<file path="config.mk">
export PLATFORM = sky130hd
export DESIGN_NAME = irq_controller
export DESIGN_NICKNAME = d
export VERILOG_FILES = /design/src/rtl/irq_controller.sv
export SDC_FILE = /design/constraint.sdc
export NUM_CORES = 1
export LEC_CHECK = 0
export BUFFER_PORTS_ARGS = -buffer_cell sky130_fd_sc_hd__buf_2
export CAP_MARGIN = 20
export CORE_UTILIZATION = 39
export DETAILED_ROUTE_END_ITERATION = 10
export GPL_ROUTABILITY_DRIVEN = 0
export GPL_TIMING_DRIVEN = 0
export PLACE_DENSITY = 0.84
export SYNTH_ARGS = -nofsm -noshare
export SYNTH_HDL_FRONTEND = slang
export SYNTH_SLANG_ARGS = --single-unit
</file>
<file path="constraint.sdc">
create_clock -name clk -period 1.7 [get_ports clk]
set_input_delay 0.255 -clock clk [delete_from_list [all_inputs] [get_ports clk]]
set_output_delay 0.255 -clock clk [all_outputs]
set_load 0.05 [all_outputs]
</file>
<file path="src/rtl/irq_controller.sv">
// rtl/irq_controller.sv - prioritised edge-captured interrupt controller with a memory-mapped register window
module irq_controller #(
  parameter int          NSRC      = 4,
  parameter logic [31:0] BASE_ADDR = 32'h40000020
) (
  input  logic            clk,
  input  logic            reset,
  input  logic [NSRC-1:0] src,
  input  logic [31:0]     addr,
  input  logic [31:0]     wdata,
  input  logic            rd,
  input  logic            wr,
  output logic [31:0]     rdata,
  input  logic            pc_kernel,
  input  logic            irq_taken,
  output logic            irq,
  output logic [2:0]      irq_id
);

  typedef enum logic [1:0] {
    IDLE    = 2'd0,
    ASSERT  = 2'd1,
    SERVICE = 2'd2
  } state_t;

  state_t          state, state_n;
  logic [NSRC-1:0] pend, pend_n;
  logic [NSRC-1:0] mask;
  logic            en;
  logic [NSRC-1:0] src_d;
  logic            irq_n;
  logic [2:0]      irq_id_n;

  logic            hit;
  logic [1:0]      off;
  logic            wr_pend, wr_mask, wr_eoi, wr_ctrl;
  logic [NSRC-1:0] rise;
  logic [NSRC-1:0] w1c;
  logic [NSRC-1:0] taken_clr;
  logic [NSRC-1:0] sel;
  logic [NSRC-1:0] ready;
  logic            sel_active;

  assign hit     = (addr[31:4] == BASE_ADDR[31:4]);
  assign off     = addr[3:2];
  assign wr_pend = wr && hit && (off == 2'd0);
  assign wr_mask = wr && hit && (off == 2'd1);
  assign wr_eoi  = wr && hit && (off == 2'd2);
  assign wr_ctrl = wr && hit && (off == 2'd3);

  assign rise  = src & ~src_d;
  assign w1c   = wr_pend ? wdata[NSRC-1:0] : '0;
  assign ready = pend & mask;

  // One-hot decode of irq_id keeps the bit selects within NSRC for any legal width.
  always_comb begin
    sel = '0;
    for (int i = 0; i < NSRC; i++) begin
      if (irq_id == i[2:0]) sel[i] = 1'b1;
    end
  end

  assign sel_active = (|(sel & ready)) && en;

  always_comb begin
    state_n   = state;
    irq_n     = irq;
    irq_id_n  = irq_id;
    taken_clr = '0;
    case (state)
      IDLE: begin
        irq_n = 1'b0;
        if (en && !pc_kernel && (|ready)) begin
          for (int i = NSRC - 1; i >= 0; i--) begin
            if (ready[i]) irq_id_n = i[2:0];
          end
          irq_n   = 1'b1;
          state_n = ASSERT;
        end
      end
      ASSERT: begin
        if (irq_taken) begin
          taken_clr = sel;
          irq_n     = 1'b0;
          state_n   = SERVICE;
        end else if (!sel_active) begin
          irq_n   = 1'b0;
          state_n = IDLE;
        end
      end
      SERVICE: begin
        irq_n = 1'b0;
        if (wr_eoi) state_n = IDLE;
      end
      default: begin
        irq_n   = 1'b0;
        state_n = IDLE;
      end
    endcase
  end

  // A fresh edge always wins over a software or acknowledge clear in the same cycle.
  assign pend_n = rise | (pend & ~w1c & ~taken_clr);

  always_ff @(posedge clk) begin
    if (reset) begin
      state  <= IDLE;
      pend   <= '0;
      mask   <= '0;
      en     <= 1'b0;
      src_d  <= '0;
      irq    <= 1'b0;
      irq_id <= 3'd0;
    end else begin
      state  <= state_n;
      pend   <= pend_n;
      src_d  <= src;
      irq    <= irq_n;
      irq_id <= irq_id_n;
      if (wr_mask) mask <= wdata[NSRC-1:0];
      if (wr_ctrl) en <= wdata[0];
    end
  end

  always_comb begin
    rdata = 32'd0;
    if (rd && hit) begin
      case (off)
        2'd0: rdata[NSRC-1:0] = pend;
        2'd1: rdata[NSRC-1:0] = mask;
        2'd2: rdata = {(state == SERVICE), 28'd0, irq_id};
        default: rdata[0] = en;
      endcase
    end
  end

endmodule
</file>
==> impl_results.md <==
* Logic gate share of total power at 0.318
* Seq/Total Area, Yosys at 0.273
* Chip width at 60.2 µm
* Leak pwr at 0.000890 µW
* Die area at 0.00362 mm²
* Root buffer cell: clkbuf_4
* Critical Path Sink Type: output pin
* Maxcap violations at 0
* P per Cell Area at 529 mW/mm²
* CTS tree: built
* Reg clk slew, reported paths at 90 ps
* H-tree depth at 1
* GRT Overall Usage at 0.197
* Mapped Avg Cell Area at 8.80 µm²
* Switch share at 0.336
* Clk_lat worst skew at 290 ps
* Required @ worst endpoint at 1440 ps
* Global route hottest layer: met2
* Global-route wire length before repair at 5.35 mm
* #FFs+latches synth at 18
* Final setup margin at -134 ps
* # rows at 20
* Hold Vio Cnt, Final at 0
* Cells taking the most area after synthesis: dfxtp_1, buf_4, nand2_1, nor4b_4, mux4_2
* Port Buffers at 49
* Peak VDD IR at 0.457 mV
* Met3 Use GR at 0.0519
* Remaining antenna violation count at 0
* Layout cells sized above 1 at 0.460
* Die height at 60.2 µm
* Distinct cell type count after synthesis at 41
* Clock sink count at 18
* Inserted Diodes at 0
* Final wirelength at 3.15 mm
* CP Launch Type: input pin
* RSZ-0062 raised after global routing: yes
* Fin util at 0.624
* Hold Crit Class: input pin to flop
* Worst Path Max Fanout at 5
* # DRC at 0
* Outcome: finished, violations left
* Drt wl/cell at 11.2 µm
* Nets@finish at 312
* Initial cell density of the core at 0.422
* Slew Limit Fails at 0
* Fin crit share at 1.08
* Tmin final at 1830 ps
* Grt met2 use at 0.334
* Top-area cell type share of the netlist area at 0.273
* Sequential share of power at 0.432
* Post-synthesis cell count at 150
* TritonCTS buffer count at 3
* Vias in the first global route at 1,202
* Clock skew at 4.79 ps
* Max Freq at 0.545 GHz
* Synth-to-Final Area Change at 47.8%
* Vias per inst at 4.63
* Initial antenna violation count at 0
* Syn Std Cell Area at 0.00132 mm²
* Failing checks: setup timing
* Setup Viol. Count Final at 5
* Class of the most critical setup path: input pin to output pin
* IO Count at 110
* Area leader, netlist: dfxtp_1
* M1 GR Usage at 0.241
* Clock network power share at 0.250
* Fillcell total at 274
* Via Count at 1,300
* Largest net degree at the start of global routing at 11
* Yosys warning count at 0
* 1st-iter DRT viols at 46
* Pint at 685 µW
* Core area at 0.00313 mm²
* First-pass DRT Iterations at 4
* Clock Path Buffers at 2
* NetSw at 347 µW
* CP arrival at 1580 ps
* Hold slack at 197 ps
* Gr ovfl total at 0
* Placed wire-length estimate at 2.41 mm
[per-layer routing]
metal	routed length (µm)	part of all wire
met4	27	0.0086
met2	1620	0.51
met5	0	0
met3	170	0.054
met1	1330	0.42
[logic make-up (layout without fill, tap and decap cells)]
kind of cell,Yosys count,in the layout,synth area share
simple gates,55,55,0.318
flops,18,18,0.273
mux,5,5,0.0569
compound gates,28,28,0.147
other cells,1,28,0.00284
buf+inv,43,103,0.203
[cell usage after synthesis (all sizes together)]
cell type / number
a31o: 1
nor4b: 2
nor3: 6
nor2b: 6
nor2: 1
a31oi: 1
conb: 1
o311ai: 4
or3: 1
clkbuf: 3
and3b: 1
o22ai: 1
mux2i: 3
or4b: 1
o31a: 1
nand3: 6
mux4: 2
a22oi: 1
nor3b: 2
nor4: 5
nand2: 13
o211a: 1
nand4: 4
nand3b: 1
nand2b: 2
inv: 11
dfxtp: 18
or4: 1
o31ai: 1
o21ai: 4
and4: 2
nor4bb: 1
a21oi: 8
o2bb2ai: 4
o22a: 1
buf: 29
[through the flow]
step | setup WS (ps) | cells | total power [µW] | TNS, ps | cell area [µm²]
4_1_cts | -146 | 282 | 1040 | -526 | 1940
6_report | -134 | 281 | 1030 | -455 | 1950
5_1_grt | -246 | 281 | 1090 | -962 | 1950
3_3_place_gp | -315 | 270 | 757 | -1330 | 1750
2_1_floorplan | -183 | 177 | 689 | -689 | 1450
3_5_place_dp | -329 | 270 | 760 | -1420 | 1750
[power groups by stage]
stage	Clock [µW]	Sequential, µW	Combinational (µW)
final	258	446	328
after global placement	0	455	302
after detailed placement	0	455	305
after floorplan	0	452	236
after global routing	293	448	348
after CTS	268	445	323
[what timing repair did]
action	4_1_cts	5_1_grt
pin swaps	5	3
endpoints found under the setup margin	5	7
setup buffers	8	0
resized for setup	21	4
hold buffers	0	0
[cell type report]
class / instances / area (µm²) / share of cell area
Multi-Input combinational cell: 116 / 858 / 0.440
Sequential cell: 18 / 360 / 0.185
Inverter: 11 / 41.3 / 0.0212
Clock buffer: 4 / 36.3 / 0.0186
Tap cell: 44 / 55.1 / 0.0282
Buffer: 32 / 233 / 0.119
Timing Repair Buffer: 56 / 367 / 0.188
[critical path, cell delays in order]
cell and delay (ps):
buf_6 90, nor4_4 270, nand4_1 170, or3_4 420, nor3b_4 190, buf_6 180
[path summary, 6_finish.rpt]
| check | from | to | slack, ps | cells after the start |
|---|---|---|---|---|
| worst max-delay path | addr[8] | rdata[31] | -130 | 6 |
| worst min-delay path | reset | src_d[3] | 200 | 2 |
| worst max register to register | state[1] | irq_id[1] | 290 | 4 |
| worst min register to register | irq | irq | 470 | 2 |
[flip-flops by register name, summed over array words and instances, names as in the netlist]
signal,flops
irq,1
en,1
irq_id,2
mask,4
pend,4
src_d,4
state,2
[layout by cell type, fill, tap and decap left out, types with 3 or more instances in the layout]
cell type and count:
buf_2 38, buf_4 35, conb_1 28, dfxtp_1 18
nand2_1 12, buf_6 12, inv_1 11, a21oi_1 7
nand3_1 6, nor4_4 5, nor2b_1 5, nand4_1 4
o21ai_1 4, o311ai_0 4, nor3_1 4, o2bb2ai_1 4
clkbuf_1 3, mux2i_1 3, clkbuf_4 3
Power figures use the tool's default switching activity.
